--- config.mk ---
export PLATFORM = sky130hd
export DESIGN_NAME = fifo_rd_prefetch_ctl
export DESIGN_NICKNAME = d
export VERILOG_FILES = /design/src/rtl/fifo_rd_prefetch_ctl.sv
export SDC_FILE = /design/constraint.sdc
export NUM_CORES = 1
export LEC_CHECK = 0
export CAP_MARGIN = 10
export CORE_MARGIN = 2
export CORE_UTILIZATION = 48
export CTS_BUF_LIST = sky130_fd_sc_hd__clkbuf_8
export CTS_CLUSTER_SIZE = 12
export DETAILED_ROUTE_END_ITERATION = 6
export PLACE_DENSITY = 0.86
export SETUP_SLACK_MARGIN = 0.2
export SYNTH_ARGS = -nofsm -noshare
export SYNTH_HDL_FRONTEND = slang
export SYNTH_SLANG_ARGS = --single-unit
--- constraint.sdc ---
create_clock -name fifo_rd_clk -period 2.8 [get_ports fifo_rd_clk]
set_input_delay 0.28 -clock fifo_rd_clk [delete_from_list [all_inputs] [get_ports fifo_rd_clk]]
set_output_delay 0.28 -clock fifo_rd_clk [all_outputs]
set_load 0.02 [all_outputs]
--- src/rtl/fifo_rd_prefetch_ctl.sv ---
// LCD-side read controller for the async pixel FIFO. It waits for a start
// level, primes a 2-entry prefetch buffer, then serves one pixel per LCD
// request with a fixed 1-cycle latency. It also tracks underflows.
module fifo_rd_prefetch_ctl #(
  parameter int                    DATA_WIDTH     = 16,
  parameter int                    CNT_WIDTH      = 10,
  parameter int                    START_LEVEL    = 256,
  parameter logic [DATA_WIDTH-1:0] UNDERFLOW_FILL = '0
) (
  input  logic                  fifo_rd_clk,
  input  logic                  rst_n,
  input  logic                  ctl_en,
  output logic                  fifo_rd_en,
  input  logic [DATA_WIDTH-1:0] fifo_rd_data,
  input  logic                  fifo_empty,
  input  logic [CNT_WIDTH-1:0]  fifo_rd_cnt,
  input  logic                  lcd_data_requst,
  output logic [DATA_WIDTH-1:0] lcd_data,
  output logic                  lcd_data_valid,
  output logic                  underflow,
  output logic [15:0]           underflow_cnt,
  input  logic                  underflow_clr,
  output logic [1:0]            ctl_state
);

  typedef enum logic [1:0] {
    IDLE  = 2'd0,
    PRIME = 2'd1,
    RUN   = 2'd2
  } state_t;

  localparam logic [CNT_WIDTH-1:0] START_CMP = START_LEVEL[CNT_WIDTH-1:0];

  state_t                state;
  state_t                state_next;
  logic [1:0]            occ;
  logic                  inflight;
  logic [DATA_WIDTH-1:0] buf_head;
  logic [DATA_WIDTH-1:0] buf_tail;
  logic                  pop;
  logic [2:0]            level;
  logic                  space;
  logic                  uf_event;

  assign ctl_state = state;

  // State register; a low enable or reset always lands in IDLE.
  always_ff @(posedge fifo_rd_clk or negedge rst_n) begin
    if (!rst_n) state <= IDLE;
    else        state <= state_next;
  end

  // Next state plus the read strobe: read only when the word still fits after this cycle's pop.
  always_comb begin
    state_next = state;
    pop        = 1'b0;
    level      = 3'd0;
    space      = 1'b0;
    fifo_rd_en = 1'b0;
    uf_event   = 1'b0;

    pop      = lcd_data_requst && (occ != 2'd0) && (state == RUN);
    uf_event = lcd_data_requst && (occ == 2'd0) && (state == RUN);
    level    = {1'b0, occ} + {2'b00, inflight} - {2'b00, pop};
    space    = (level < 3'd2);

    if (!fifo_empty && space) begin
      if (state == RUN)
        fifo_rd_en = 1'b1;
      else if (state == PRIME && fifo_rd_cnt >= START_CMP)
        fifo_rd_en = 1'b1;
    end

    case (state)
      IDLE:    if (ctl_en) state_next = PRIME;
      PRIME:   if (occ == 2'd2) state_next = RUN;
      RUN:     state_next = RUN;
      default: state_next = IDLE;
    endcase

    if (!ctl_en) state_next = IDLE;
  end

  // Prefetch buffer: head/tail pair with simultaneous pop and write support; flush drops everything.
  always_ff @(posedge fifo_rd_clk or negedge rst_n) begin
    if (!rst_n) begin
      occ      <= 2'd0;
      inflight <= 1'b0;
      buf_head <= '0;
      buf_tail <= '0;
    end else if (!ctl_en) begin
      occ      <= 2'd0;
      inflight <= 1'b0;
    end else begin
      inflight <= fifo_rd_en;
      case ({pop, inflight})
        2'b10: begin
          buf_head <= buf_tail;
          occ      <= occ - 2'd1;
        end
        2'b01: begin
          if (occ == 2'd0) buf_head <= fifo_rd_data;
          else             buf_tail <= fifo_rd_data;
          occ <= occ + 2'd1;
        end
        2'b11: begin
          if (occ == 2'd1) begin
            buf_head <= fifo_rd_data;
          end else begin
            buf_head <= buf_tail;
            buf_tail <= fifo_rd_data;
          end
        end
        default: ;
      endcase
    end
  end

  // LCD output register: every request answers next cycle, with the fill pixel if nothing can be served.
  always_ff @(posedge fifo_rd_clk or negedge rst_n) begin
    if (!rst_n) begin
      lcd_data       <= UNDERFLOW_FILL;
      lcd_data_valid <= 1'b0;
    end else begin
      lcd_data_valid <= lcd_data_requst;
      if (lcd_data_requst)
        lcd_data <= pop ? buf_head : UNDERFLOW_FILL;
    end
  end

  // Underflow flag and saturating count; a clear coinciding with a new underflow records that underflow.
  always_ff @(posedge fifo_rd_clk or negedge rst_n) begin
    if (!rst_n) begin
      underflow     <= 1'b0;
      underflow_cnt <= 16'd0;
    end else if (underflow_clr) begin
      underflow     <= uf_event;
      underflow_cnt <= {15'd0, uf_event};
    end else if (uf_event) begin
      underflow <= 1'b1;
      if (underflow_cnt != 16'hFFFF)
        underflow_cnt <= underflow_cnt + 16'd1;
    end
  end

endmodule

==> run metrics, run 1 <==
asr flop ratio synth 1.00; period utilization 0.979; worst clock skew 0.0101 ns; port bufs 60; fillcell total 531; simple logic cell fraction of the synthesized area 0.142; Worst EP arrival 2.46 ns; pwr dens 746 nW/um2; Final Max Slew Viols 0; Startpoint Class flip-flop; RSZ-0062 raised after global routing true; clock-pin slew on the worst setup and hold paths 0.08 ns; Slowest cell on crit path dfrtp_2; vias in the first global route 2706; Hold Vio Cnt, Final 28; Post-Synth XOR/XNOR Area 0.0335; die width 88.1 um; num rows 30; Synth Area in Adders 0.0354; WL final 7770 um; # IOs 69; Ant. Diodes 0; total congestion overflow 0; Die H 88.1 um; CTS Sinks 71; first-pass GRT wire length 13500 um; Post-Syn Nets 360; Num CTS Buffers 9; Worst Setup Slack, final 0.0600 ns; count of different cell masters after synthesis 45; DRC 0; R2R cell count 7; peak supply drop 350 uV; number of cells after detailed placement 475; main combinational cell family by area after synthesis simple AND/OR/NAND/NOR gates; ys flop type dfrtp_1; Worst Path Class, Setup reg -> out; ANT nets after route 0; initial antenna violation count 0; #FFs+latches synth 71; CTS Hold Buffers Added 0; Slew HR 0.528; Total GRT Usage 0.226; proportion of layout cells with a drive suffix above 1 0.182; Final #Nets 432; Starting Density 0.497; Clock Root Buffer clkbuf_8; Setup-failing EPs final 0; clk buf depth 2; synthesized area per cell 10.6 um2; DR pass1 iterations 4; Fin Hold WS -0.0279 ns; 1st-iter DRT viols 175; CP dominant cell by count ha_4; Area growth syn-to-layout 32.3%; status finished with violations; pre-CTS setup slack -0.379 ns; DPL Wire Length 5530 um; CTS tree done; number of H-tree levels 3; Final Wtd Congestion 0.909; die area 7760 um2; worst reg-to-reg setup slack 0.48 ns; sequential area share after synthesis 0.523; CP peak stage delay 0.41 ns; Hold Crit Class in -> async; Syn Inst Count 319; crit path max fanout 2; Post-synth EDFFs 0; min cycle time layout 2.74 ns; pin count of the biggest net entering global routing 33; synthesized area 3390 um2; synth warn 0; Worst-Margin Slew 0.708 ns; fmax 0.365 GHz; via/cell ratio 5.36; mux contribution to synthesized area 0.0737; Worst setup EP type output port; fin cells 492; Synth Area in Compound Gates 0.139; static leakage 1.92 nW; vias 2637; core footprint 6830 um2; DR WL/cell 15.8 um; Clk Latency, worst-skew pair 0.35 ns; crit path cell chain inv_2 > ha_4 > nand2_4 > nor2_4 > inv_4 > ha_4 > nand2b_4 > fa_2 > xor2_2 > nor4b_4 > buf_4; violated checks negative hold slack; Req. time, crit path 2.52 ns; MaxCap Viol Count 0
[area by class of cell]
| class | instances | area (um2) | area share |
|---|---|---|---|
| flip-flops and latches | 71 | 1780 | 0.397 |
| multi-input cells | 207 | 1520 | 0.339 |
| repair buffers | 77 | 721 | 0.161 |
| clock inverters | 7 | 125 | 0.0279 |
| clock buffers | 9 | 124 | 0.0276 |
| well taps | 96 | 120 | 0.0268 |
| inverters | 25 | 96.3 | 0.0215 |
[flip-flops by register name, indices dropped and copies added, names as in the netlist]
signal / flops
occ: 2
ctl_state: 2
buf_tail: 16
underflow_cnt: 16
inflight: 1
underflow: 1
buf_head: 16
lcd_data_valid: 1
lcd_data: 16
[final timing paths]
path | endpoint | start
worst max-delay path | fifo_rd_en | ctl_state[0]
worst min-delay path | inflight | rst_n
worst max register to register | buf_head[9] | occ[0]
worst min register to register | lcd_data[8] | buf_head[8]
max in group asynchronous | lcd_data[11] | rst_n
min in group fifo_rd_clk | lcd_data[8] | buf_head[8]
[what timing repair did]
| item | 4_1_cts | 5_1_grt |
|---|---|---|
| setup endpoints to repair | 1 | 11 |
| gates resized for setup | 6 | 1 |
| pin swaps | 3 | 0 |
| buffers inserted | 1 | 0 |
[critical path, delay by kind of cell (launching register included)]
| kind | cells | cell delay (ns) |
|---|---|---|
| flops | 1 | 0.41 |
| xor+xnor | 1 | 0.17 |
| buf+inv | 3 | 0.29 |
| fa+ha+maj | 3 | 0.69 |
| simple gates | 4 | 0.55 |
[cell families (layout without fill, tap and decap cells)]
kind of cell | Yosys count | after routing
adder cells (fa/ha/maj) | 9 | 9
multiplexers | 18 | 18
AND/OR/NAND/NOR | 91 | 91
buffers and inverters | 41 | 118
XOR/XNOR | 13 | 13
flip-flops | 71 | 71
AO/OA/AOI/OAI | 76 | 76
[routing by layer]
layer / global-route usage / vias to the layer above / wire (um)
met3: 0.0396 / 11 / 357
met1: 0.308 / 1300 / 3310
li1: - / 1250 / -
met2: 0.366 / 76 / 3980
met5: 0 / - / 0
met4: 0.0840 / 0 / 127
[where the power goes]
group / total [mW] / switching, mW / leakage (nW) / internal (mW)
logic: 0.933 / 0.440 / 0.849 / 0.493
registers: 1.40 / 0.145 / 0.945 / 1.25
clock network: 1.02 / 0.416 / 0.125 / 0.603
total: 3.35 / 1.00 / 1.92 / 2.35
[placed cells by master, fill, tap and decap left out, types with 3 or more instances in the layout]
cell	count
nor2_1	6
bufinv_16	3
nor3_1	4
inv_1	23
nor4_1	7
buf_4	18
mux2_2	6
inv_6	3
clkbuf_8	9
clkdlybuf4s50_1	58
nand4_1	8
mux2_4	10
o21ai_0	46
xnor2_1	11
nand2b_1	3
nand2_1	39
dfrtp_1	68
ha_1	5
nand3_1	4
a22oi_1	16
dfrtp_2	3
[synth_stat cells (2+ instances only)]
cell type	number	share of area
dfrtp_1	71	0.52
mux2_4	10	0.044
a21oi_1	2	0.0029
buf_6	2	0.0066
a31oi_1	2	0.0037
nand2b_1	4	0.0074
o21ai_0	47	0.069
nand2_1	40	0.044
xor2_1	2	0.0052
nor4bb_1	2	0.0059
nand3_1	4	0.0059
inv_1	25	0.028
and2_1	2	0.0037
nor2b_1	2	0.0037
nand4_1	8	0.015
nor3_1	4	0.0059
a311oi_1	2	0.0052
nor4_1	7	0.013
o21a_1	2	0.0044
nor2_1	7	0.0077
clkbuf_1	8	0.0088
buf_2	4	0.0059
ha_1	8	0.029
buf_4	2	0.0044
and3_1	2	0.0037
mux2_2	6	0.020
xnor2_1	11	0.028
a22oi_1	16	0.035
[metrics by stage]
stage               hold WS, ns  cell area, um2  setup TNS, ns  power, mW   util
floorplan               -0.0156            3490              0       2.01      -
global placement          0.351            4230         -0.329       2.27  0.618
detailed placement        0.365            4230         -0.379       2.34  0.618
CTS                    0.000325            4480              0       3.36  0.656
global route             0.0188            4490        -0.0279       3.55  0.657
finish                  -0.0279            4490              0       3.35  0.657
(Power assumes the default switching activity.)
==> run 2, diff against run 1 <==
--- a/config.mk
+++ b/config.mk
@@ -6,6 +6,7 @@
 export NUM_CORES = 1
 export LEC_CHECK = 0
 export CAP_MARGIN = 10
+export CORE_ASPECT_RATIO = 0.5
 export CORE_MARGIN = 2
 export CORE_UTILIZATION = 48
 export CTS_BUF_LIST = sky130_fd_sc_hd__clkbuf_8
==> run metrics, run 2 (synthesized netlist as in run 1, its figures left out) <==
die area 7800 um2 (was 7760 um2); CP dominant cell by count ha_4 (unchanged); pin count of the biggest net entering global routing 72 (was 33); Clock Root Buffer clkbuf_8 (unchanged); 1st-iter DRT viols 234 (was 175); Num CTS Buffers 9 (unchanged); fmax 0.365 GHz (about the same); Setup-failing EPs final 0 (unchanged); DR pass1 iterations 4 (unchanged); Slowest cell on crit path dfrtp_2 (unchanged); CTS Sinks 71 (unchanged); Worst-Margin Slew 0.885 ns (was 0.708 ns); Hold Crit Class in -> async (unchanged); static leakage 1.88 nW (was 1.92 nW); CTS tree done (unchanged); clk buf depth 2 (unchanged); status completed (was finished with violations); Worst setup EP type output port (unchanged); MaxCap Viol Count 0 (unchanged); Pwr Total 3.09 mW (was 3.35 mW); fillcell total 491 (was 531); RSZ-0062 raised after global routing true (unchanged); most frequent cells in the layout dfrtp_1 (68), clkdlybuf4s50_1 (58), o21ai_0 (46) (unchanged); Slew HR 0.410 (was 0.528); Worst Path Class, Setup reg -> out (unchanged); Bufs and invs on worst path 3 (unchanged); pwr dens 699 nW/um2 (was 746 nW/um2); vias in the first global route 2669 (was 2706); DPL Wire Length 5110 um (was 5530 um); initial antenna violation count 0 (unchanged); Total GRT Usage 0.209 (was 0.226); port bufs 60 (unchanged); Worst EP arrival 2.46 ns (about the same); crit path cell chain inv_2 > ha_4 > nand2_4 > nor2_4 > inv_4 > ha_4 > nand2b_4 > fa_2 > xor2_2 > nor4b_4 > buf_4 (unchanged); Starting Density 0.503 (was 0.497); leading cell type in the layout, fill and taps excluded dfrtp_1 (unchanged); Final #Nets 431 (was 432); peak supply drop 352 uV (was 350 uV); num rows 21 (was 30); number of H-tree levels 3 (unchanged); period utilization 0.980 (was 0.979); crit path max fanout 2 (unchanged); proportion of layout cells with a drive suffix above 1 0.180 (was 0.182); clock-pin slew on the worst setup and hold paths 0.08 ns (about the same); Die H 63.5 um (was 88.1 um); total congestion overflow 0 (unchanged); DR WL/cell 15.3 um (was 15.8 um); min cycle time layout 2.74 ns (about the same); Final Wtd Congestion 0.802 (was 0.909); first-pass GRT wire length 12800 um (was 13500 um); delay-heaviest family, CP adder cells (unchanged); ANT nets after route 0 (unchanged); via/cell ratio 5.44 (was 5.36); DRC 0 (unchanged); Hold Vio Cnt, Final 0 (was 28); Clk Latency, worst-skew pair 0.35 ns (about the same); Startpoint Class flip-flop (unchanged); Final Max Slew Viols 0 (unchanged); core footprint 6750 um2 (was 6830 um2); vias 2651 (was 2637); Req. time, crit path 2.52 ns (about the same); WL final 7460 um (was 7770 um); Area growth syn-to-layout 30.2% (was 32.3%); CP peak stage delay 0.41 ns (about the same); Ant. Diodes 0 (unchanged); worst clock skew 0.0117 ns (was 0.0101 ns); Core Util, Final 0.654 (was 0.657); die width 123 um (was 88.1 um); # IOs 69 (unchanged)
==> run 2: changes by cell type in the layout (fill, tap and decap cells not counted), sizes merged <==
cell and change:
inv -2, buf -1, clkbuf +1, bufinv -3
clkinvlp +1, clkinv +3
==> run 2: path summary, 6_finish.rpt <==
| check | from | cells after the start | to | slack [ns] |
|---|---|---|---|---|
| min in group fifo_rd_clk | buf_head[2] | 2 | lcd_data[2] | 0.48 |
| max | ctl_state[0] | 11 | fifo_rd_en | 0.06 |
| max reg2reg | occ[1] | 7 | buf_head[6] | 0.41 |
| min reg2reg | buf_head[2] | 2 | lcd_data[2] | 0.48 |
| min | rst_n | 2 | underflow_cnt[7] | 0.15 |
| max in group asynchronous | rst_n | 2 | occ[1] | 2.04 |
==> run 2: final cells by class <==
type | instances | area (um2) | area share
Multi-Input combinational cell | 207 | 1530 | 0.347
Clock buffer | 10 | 138 | 0.0311
Inverter | 25 | 96.3 | 0.0218
Sequential cell | 71 | 1780 | 0.403
Tap cell | 92 | 115 | 0.0260
Clock inverter | 6 | 43.8 | 0.00991
Timing Repair Buffer | 76 | 713 | 0.161
==> run 2: worst reg2reg max path, stage by stage, from the launching register on <==
cell and delay [ns]:
dfrtp_2 0.38, inv_1 0.09, ha_4 0.18, buf_4 0.16, and4b_1 0.48, mux2i_4 0.59, a22oi_1 0.19, o21ai_0 0.24
==> run 2: metal layers <==
layer | up-vias | wire length (um) | track usage
met4 | 0 | 99 | 0.0517
met3 | 12 | 471 | 0.0679
li1 | 1247 | - | -
met5 | - | 0 | 0
met1 | 1303 | 3170 | 0.270
met2 | 89 | 3720 | 0.340
==> run 2: metrics by stage <==
| step | TNS, ns | hold slack, ns | cells | setup WS, ns | cell area [um2] |
|---|---|---|---|---|---|
| 2_1_floorplan | 0 | -0.0156 | 319 | 0.0219 | 3490 |
| 3_3_place_gp | -0.327 | 0.463 | 469 | -0.327 | 4210 |
| 3_5_place_dp | -0.368 | 0.471 | 469 | -0.368 | 4210 |
| 4_1_cts | 0 | 0.180 | 487 | 0.0288 | 4400 |
| 5_1_grt | -0.0632 | 0.220 | 487 | -0.0632 | 4420 |
| 6_report | 0 | 0.152 | 487 | 0.0571 | 4420 |
==> run 2: report_power, final <==
group          switching [mW]  internal (mW)  total, mW  leakage [nW]
sequential              0.137           1.25       1.39         0.945
combinational           0.440          0.506      0.946         0.845
clock                   0.403          0.348      0.751        0.0926
total                   0.981           2.11       3.09          1.88
==> run 2: what timing repair did <==
action | CTS | global route
gates resized for setup | 6 | 2
setup buffers | 2 | 0
hold buffers | 0 | 0
endpoints found under the setup margin | 1 | 14
pin swaps | 3 | 0
